<file path="config.mk">
export PLATFORM = sky130hd
export DESIGN_NAME = pid_steer_ctrl_flat
export DESIGN_NICKNAME = d
export VERILOG_FILES = /design/src/rtl/pid_steer_ctrl_if.sv /design/src/rtl/pid_steer_ctrl.sv /design/src/flat_wrapper.sv
export SDC_FILE = /design/constraint.sdc
export NUM_CORES = 1
export LEC_CHECK = 0
export BUFFER_PORTS_ARGS = -buffer_cell sky130_fd_sc_hd__buf_2
export CAP_MARGIN = 20
export CORE_ASPECT_RATIO = 0.6
export CORE_MARGIN = 2
export CORE_UTILIZATION = 46
export DETAILED_ROUTE_END_ITERATION = 10
export PLACE_DENSITY_LB_ADDON = 0.15
export SETUP_SLACK_MARGIN = 0.05
export SKIP_CTS_REPAIR_TIMING = 1
export SLEW_MARGIN = 20
export SYNTH_ARGS = -nofsm -noshare
export SYNTH_HDL_FRONTEND = slang
export SYNTH_SLANG_ARGS = --single-unit
</file>
<file path="constraint.sdc">
create_clock -name clk -period 9.6 [get_ports clk]
set_input_delay 0.48 -clock clk [delete_from_list [all_inputs] [get_ports clk]]
set_output_delay 0.48 -clock clk [all_outputs]
set_load 0.005 [all_outputs]
</file>
<file path="src/rtl/pid_steer_ctrl_if.sv">
// pid_steer_ctrl_if
//   Bundles the steering controller's sample inputs and wheel-speed outputs.
//   master: producer of error samples / consumer of speeds (e.g. navigation).
//   slave : the steering controller itself.
// Signals:
//   moving   drive enabled
//   err_vld  error sample valid this cycle
//   error    signed heading error (ERR_W)
//   frwrd    unsigned forward speed command (FRWRD_W)
//   i_clr    clear integrator
//   lft_spd  signed left wheel speed (SPD_W)
//   rght_spd signed right wheel speed (SPD_W)
//   spd_vld  one-cycle strobe: speeds updated
//   sat_flag last update clamped either speed
interface pid_steer_ctrl_if #(
  parameter int ERR_W   = 12,
  parameter int FRWRD_W = 10,
  parameter int SPD_W   = 11
);
  logic                      moving;
  logic                      err_vld;
  logic signed [ERR_W-1:0]   error;
  logic        [FRWRD_W-1:0] frwrd;
  logic                      i_clr;
  logic signed [SPD_W-1:0]   lft_spd;
  logic signed [SPD_W-1:0]   rght_spd;
  logic                      spd_vld;
  logic                      sat_flag;

  modport master (
    output moving, err_vld, error, frwrd, i_clr,
    input  lft_spd, rght_spd, spd_vld, sat_flag
  );

  modport slave (
    input  moving, err_vld, error, frwrd, i_clr,
    output lft_spd, rght_spd, spd_vld, sat_flag
  );
endinterface

</file>
<file path="src/rtl/pid_steer_ctrl.sv">
// pid_steer_ctrl
//   PID steering controller: turns a signed heading error and an unsigned
//   forward command into signed left/right wheel speeds. Outputs are
//   registered and update only on accepted (err_vld & moving) samples.
// Ports:
//   clk  clock
//   rst  synchronous active-high reset
//   bus  pid_steer_ctrl_if.slave (moving, err_vld, error, frwrd, i_clr in;
//        lft_spd, rght_spd, spd_vld, sat_flag out)
module pid_steer_ctrl #(
  parameter int ERR_W     = 12,
  parameter int ESAT_W    = 10,
  parameter int FRWRD_W   = 10,
  parameter int SPD_W     = 11,
  parameter int P_COEFF   = 6,
  parameter int D_COEFF   = 5,
  parameter int I_W       = 15,
  parameter int I_SHIFT   = 4,
  parameter int D_SAT_W   = 7,
  parameter int D_DEPTH   = 2,
  parameter int OUT_SHIFT = 3
) (
  input logic            clk,
  input logic            rst,
  pid_steer_ctrl_if.slave bus
);

  localparam int P_W   = ESAT_W + 4;
  localparam int MIX_W = SPD_W + 2;
  localparam int DIF_W = ESAT_W + 1;

  localparam logic signed [ERR_W-1:0] E_HI = ERR_W'((1 << (ESAT_W - 1)) - 1);
  localparam logic signed [ERR_W-1:0] E_LO = ERR_W'(-(1 << (ESAT_W - 1)));
  localparam logic signed [DIF_W-1:0] D_HI = DIF_W'((1 << (D_SAT_W - 1)) - 1);
  localparam logic signed [DIF_W-1:0] D_LO = DIF_W'(-(1 << (D_SAT_W - 1)));
  localparam logic signed [MIX_W-1:0] S_HI = MIX_W'((1 << (SPD_W - 1)) - 1);
  localparam logic signed [MIX_W-1:0] S_LO = MIX_W'(-(1 << (SPD_W - 1)));

  logic signed [ESAT_W-1:0]  err_sat;
  logic signed [ESAT_W-1:0]  hist [D_DEPTH];
  logic signed [I_W-1:0]     integ;
  logic signed [I_W-1:0]     i_sum;
  logic                      i_ovf;
  logic signed [DIF_W-1:0]   d_raw;
  logic signed [D_SAT_W-1:0] d_sat;
  logic signed [P_W-1:0]     p_term;
  logic signed [P_W-1:0]     i_term;
  logic signed [P_W-1:0]     d_term;
  logic signed [P_W-1:0]     pid;
  logic signed [P_W-1:0]     mix;
  logic signed [MIX_W-1:0]   fwd_ext;
  logic signed [MIX_W-1:0]   lft_raw;
  logic signed [MIX_W-1:0]   rght_raw;
  logic signed [SPD_W-1:0]   lft_c;
  logic signed [SPD_W-1:0]   rght_c;
  logic                      lft_clip;
  logic                      rght_clip;

  logic signed [SPD_W-1:0]   lft_q;
  logic signed [SPD_W-1:0]   rght_q;
  logic                      vld_q;
  logic                      sat_q;

  always_comb begin
    if (bus.error > E_HI)      err_sat = ESAT_W'(E_HI);
    else if (bus.error < E_LO) err_sat = ESAT_W'(E_LO);
    else                       err_sat = ESAT_W'(bus.error);
  end

  // Integrator add with overflow detect: wrap is only possible when both
  // operands share a sign and the sum's sign differs.
  always_comb begin
    i_sum = integ + I_W'(err_sat);
    i_ovf = (integ[I_W-1] == err_sat[ESAT_W-1]) && (i_sum[I_W-1] != integ[I_W-1]);
  end

  // Derivative against the oldest history entry, clamped before the gain.
  always_comb begin
    d_raw = DIF_W'(err_sat) - DIF_W'(hist[D_DEPTH-1]);
    if (d_raw > D_HI)      d_sat = D_SAT_W'(D_HI);
    else if (d_raw < D_LO) d_sat = D_SAT_W'(D_LO);
    else                   d_sat = D_SAT_W'(d_raw);
  end

  // I term uses the register value from before this edge's update.
  always_comb begin
    p_term = P_W'(err_sat) * P_W'(P_COEFF);
    i_term = P_W'(integ >>> I_SHIFT);
    d_term = P_W'(d_sat) * P_W'(D_COEFF);
    pid    = p_term + i_term + d_term;
    mix    = pid >>> OUT_SHIFT;
  end

  always_comb begin
    fwd_ext  = MIX_W'({1'b0, bus.frwrd});
    lft_raw  = fwd_ext + MIX_W'(mix);
    rght_raw = fwd_ext - MIX_W'(mix);

    lft_clip = 1'b1;
    if (lft_raw > S_HI)      lft_c = SPD_W'(S_HI);
    else if (lft_raw < S_LO) lft_c = SPD_W'(S_LO);
    else begin
      lft_c    = SPD_W'(lft_raw);
      lft_clip = 1'b0;
    end

    rght_clip = 1'b1;
    if (rght_raw > S_HI)      rght_c = SPD_W'(S_HI);
    else if (rght_raw < S_LO) rght_c = SPD_W'(S_LO);
    else begin
      rght_c    = SPD_W'(rght_raw);
      rght_clip = 1'b0;
    end
  end

  always_ff @(posedge clk) begin
    if (rst) begin
      integ  <= '0;
      for (int k = 0; k < D_DEPTH; k++) hist[k] <= '0;
      lft_q  <= '0;
      rght_q <= '0;
      vld_q  <= 1'b0;
      sat_q  <= 1'b0;
    end else begin
      if (bus.i_clr || !bus.moving) integ <= '0;
      else if (bus.err_vld && !i_ovf) integ <= i_sum;

      // History keeps tracking the error even while stopped.
      if (bus.err_vld) begin
        hist[0] <= err_sat;
        for (int k = 1; k < D_DEPTH; k++) hist[k] <= hist[k-1];
      end

      if (!bus.moving) begin
        lft_q  <= '0;
        rght_q <= '0;
        vld_q  <= 1'b0;
        sat_q  <= 1'b0;
      end else if (bus.err_vld) begin
        lft_q  <= lft_c;
        rght_q <= rght_c;
        vld_q  <= 1'b1;
        sat_q  <= lft_clip | rght_clip;
      end else begin
        vld_q  <= 1'b0;
      end
    end
  end

  assign bus.lft_spd  = lft_q;
  assign bus.rght_spd = rght_q;
  assign bus.spd_vld  = vld_q;
  assign bus.sat_flag = sat_q;

endmodule

</file>
<file path="src/flat_wrapper.sv">
// flat-port wrapper written by rule: the top's interface ports become plain ports
module pid_steer_ctrl_flat 
#(
  parameter int ERR_W     = 12,
  parameter int ESAT_W    = 10,
  parameter int FRWRD_W   = 10,
  parameter int SPD_W     = 11,
  parameter int P_COEFF   = 6,
  parameter int D_COEFF   = 5,
  parameter int I_W       = 15,
  parameter int I_SHIFT   = 4,
  parameter int D_SAT_W   = 7,
  parameter int D_DEPTH   = 2,
  parameter int OUT_SHIFT = 3
)
  (clk, rst, bus_moving, bus_err_vld, bus_error, bus_frwrd, bus_i_clr, bus_lft_spd, bus_rght_spd, bus_spd_vld, bus_sat_flag);
  pid_steer_ctrl_if #(.ERR_W(ERR_W), .FRWRD_W(FRWRD_W), .SPD_W(SPD_W)) bus_i ();
  input logic clk;
  input logic rst;
  input wire logic [$bits(bus_i.moving)-1:0] bus_moving;
  input wire logic [$bits(bus_i.err_vld)-1:0] bus_err_vld;
  input wire logic [$bits(bus_i.error)-1:0] bus_error;
  input wire logic [$bits(bus_i.frwrd)-1:0] bus_frwrd;
  input wire logic [$bits(bus_i.i_clr)-1:0] bus_i_clr;
  output wire logic [$bits(bus_i.lft_spd)-1:0] bus_lft_spd;
  output wire logic [$bits(bus_i.rght_spd)-1:0] bus_rght_spd;
  output wire logic [$bits(bus_i.spd_vld)-1:0] bus_spd_vld;
  output wire logic [$bits(bus_i.sat_flag)-1:0] bus_sat_flag;
  assign bus_i.moving = bus_moving;
  assign bus_i.err_vld = bus_err_vld;
  assign bus_i.error = bus_error;
  assign bus_i.frwrd = bus_frwrd;
  assign bus_i.i_clr = bus_i_clr;
  assign bus_lft_spd = bus_i.lft_spd;
  assign bus_rght_spd = bus_i.rght_spd;
  assign bus_spd_vld = bus_i.spd_vld;
  assign bus_sat_flag = bus_i.sat_flag;
  pid_steer_ctrl #(.ERR_W(ERR_W), .ESAT_W(ESAT_W), .FRWRD_W(FRWRD_W), .SPD_W(SPD_W), .P_COEFF(P_COEFF), .D_COEFF(D_COEFF), .I_W(I_W), .I_SHIFT(I_SHIFT), .D_SAT_W(D_SAT_W), .D_DEPTH(D_DEPTH), .OUT_SHIFT(OUT_SHIFT)) u_core (.clk(clk), .rst(rst), .bus(bus_i));
endmodule
</file>
==> run summary <==
Critical path required time = 9.83 ns
Fillers = 1195
Initial Util = 47.8%
Final Cycle Share = 91.9%
Max Cap Viol = 0
M3 GR Usage = 4.15%
Worst r2r src = u_core.hist[0][10]$_SDFFCE_PN0P_
Via Count = 4899
Outcome = finished clean
Reg area = 0.00138 mm^2
Predominant post-synthesis flop cell = dfxtp_1
Die ar. = 0.0145 mm^2
# setup viols final = 0
Crit Path Class = in2reg
Total wire length after detailed routing = 15300 um
Yosys reg bits = 59
Worst path max stage delay = 0.64 ns
Area occupied by multi-input gates = 0.00449 mm^2
Clk slew on worst S/H paths = 0.06 ns
CP top delay family = compound AO/OA/AOI/OAI gates
Remaining DRCs = 0
Max FO, Critical Path = 8
Cell row count = 32
Vias per inst = 5.49
Total of warnings raised by yosys = 0
Fmax = 113 MHz
Worst R2R Setup Slack = 1.34 ns
Reg2reg path depth = 31
Layout cells sized above 1 = 16.5%
Post-Syn Area = 0.00622 mm^2
RSZ-0062 raised after global routing = no
Clock root buffer = clkbuf_16
Initial antenna violation count = 0
Tmin final = 8.82 ns
Met2 Usage GRT = 29.8%
Iter 0 DRT Violations = 290
Mapped Cells = 666
TritonCTS clock tree = built
Antenna Cells = 0
Hold-critical path depth = 2
Routability Congestion = 0.932
Worst-Margin Slew = 1.06 ns
Die Ht = 94.1 um
CP max stage cell = o41ai_2
Wire per inst = 17.2 um
Drt first pass iters = 4
Final Hold Violating Endpoints = 0
Post-detail-place hpwl = 12600 um
Global-route usage over all layers = 22.2%
Critical Path AT = 9.06 ns
Yosys cell types = 64
Max clock buf depth = 2
Pins Over Slew Limit = 0
Syn Area/Cell = 9.34 um^2
Fin Setup TNS = 0 ns
Skew-Pair Late Insertion Delay = 0.34 ns
Post-synth EDFFs = 20
Chip width = 154 um
# nets final = 861
Crit start category = input port
Asr flop ratio synth = 0%
GR Util met1 = 35.8%
Grt total ovfl = 0
# port buffers = 50
Hold Path Origin = u_core.bus.rght_spd[10]$_SDFFE_PP0P_
Syn nets = 810
Area delta synth->final = 12.0%
Global-route wire length before repair = 24600 um
CTS H-Tree Depth = 3
CTS Sinks = 59
Skew final = 0.00599 ns
Vias in the first global route = 4710
Slew headroom = 29.3%
Worst Path Buf+Inv = 4
Most common cell after layout, fill and taps aside = ha_1
R2r endpoint = u_core.bus.rght_spd[8]$_SDFFE_PP0P_
IO Pins = 51
Total CTS buffers = 9
Commonest cells after routing, fill and taps aside = ha_1, inv_1, nor2_1
Min-delay worst type = reg2reg
Largest net degree at the start of global routing = 38
Seq/Total Area, Yosys = 22.2%
GR peak layer = met1
Post-route ant nets = 0
Worst Hold Endpoint = u_core.bus.rght_spd[10]$_SDFFE_PP0P_
Std-Cell Core Area = 0.0130 mm^2
Endpoint type of the worst setup path = flop
[cell usage after synthesis, types with 2 or more instances]
cell | instances | area (um^2)
nand2_1 | 24 | 90.1
ha_1 | 89 | 1110
dfxtp_1 | 39 | 781
a31oi_1 | 3 | 18.8
o31ai_1 | 3 | 22.5
a31oi_2 | 11 | 138
nand2b_1 | 9 | 56.3
nand3_1 | 8 | 40.0
nor4_1 | 2 | 12.5
o21bai_2 | 2 | 22.5
nor2b_1 | 12 | 75.1
a21o_1 | 25 | 188
edfxtp_1 | 20 | 601
o21ai_1 | 4 | 20.0
clkbuf_1 | 13 | 48.8
xor2_2 | 2 | 32.5
a21oi_2 | 11 | 96.3
or3_1 | 2 | 12.5
o21ai_0 | 40 | 200
a21oi_1 | 29 | 145
and2_1 | 23 | 144
mux2i_1 | 15 | 150
fa_1 | 28 | 561
buf_6 | 4 | 45.0
o21bai_1 | 10 | 75.1
o21a_1 | 7 | 52.6
inv_1 | 67 | 251
o41ai_1 | 4 | 35.0
xnor2_1 | 35 | 307
nor3_1 | 8 | 40.0
a41oi_1 | 2 | 17.5
xor2_1 | 22 | 193
nor2_1 | 61 | 229
o41ai_2 | 2 | 32.5
[logic make-up after synthesis]
group / Yosys count / synth area share (%)
multiplexers: 15 / 2.41
adder cells (fa/ha/maj): 117 / 26.9
XOR/XNOR: 61 / 9.26
AND/OR/NAND/NOR: 158 / 12.5
flip-flops: 59 / 22.2
buffers and inverters: 85 / 5.61
AO/OA/AOI/OAI: 171 / 21.0
[state kept, by name, summed over array words and instances, names as in the netlist]
name,count
u_core.bus.sat_flag,1
u_core.bus.spd_vld,1
u_core.integ,15
u_core.bus.lft_spd,11
u_core.hist,20
u_core.bus.rght_spd,11
[through the flow]
| stage | utilization (%) | cell area [um^2] | setup slack, ns | std cells | hold WS, ns |
|---|---|---|---|---|---|
| 2_1_floorplan | - | 6220 | 1.43 | 666 | 0.461 |
| 5_1_grt | 53.5 | 6960 | 0.169 | 892 | 0.479 |
| 3_5_place_dp | 51.0 | 6640 | 0.518 | 875 | 0.456 |
| 6_report | 53.5 | 6960 | 0.776 | 892 | 0.470 |
| 4_1_cts | 53.4 | 6950 | 0.863 | 891 | 0.466 |
| 3_3_place_gp | 51.0 | 6640 | 0.834 | 875 | 0.454 |
[area by class of cell]
cell class | instances | area share (%)
clock buffer | 11 | 3.95
clock inverter | 5 | 0.575
inverter | 67 | 3.61
multi-input combinational | 522 | 64.5
sequential | 59 | 19.8
tap | 170 | 3.05
timing repair buffer | 58 | 4.51
[routing by layer]
layer  part of all wire (%)  vias up
met5                      0        -
met4                   0.98        0
met3                    6.4       13
met2                     37      124
met1                     55     2346
li1                       -     2416
[tightest hold or removal path, stage by stage (launching register included)]
cell and delay, ns:
dfxtp_1 0.31, nand2_1 0.06, a21boi_1 0.05
[worst max path at each step]
stage	startpoint	to	slack (ns)	depth (start not counted)
after CTS	bus_error[11]	u_core.bus.rght_spd[7]$_SDFFE_PP0P_	0.86	34
after floorplan	bus_error[11]	u_core.bus.rght_spd[0]$_SDFFE_PP0P_	1.43	35
final	bus_error[11]	u_core.bus.rght_spd[8]$_SDFFE_PP0P_	0.78	34
after global placement	bus_error[10]	u_core.bus.rght_spd[0]$_SDFFE_PP0P_	0.83	37
after detailed placement	bus_error[11]	u_core.bus.rght_spd[7]$_SDFFE_PP0P_	0.52	34
after global routing	bus_error[10]	u_core.bus.rght_spd[8]$_SDFFE_PP0P_	0.17	35
Power is not shown: default switching activity piles up to over one toggle a cycle in this logic, so the estimate is an artifact.
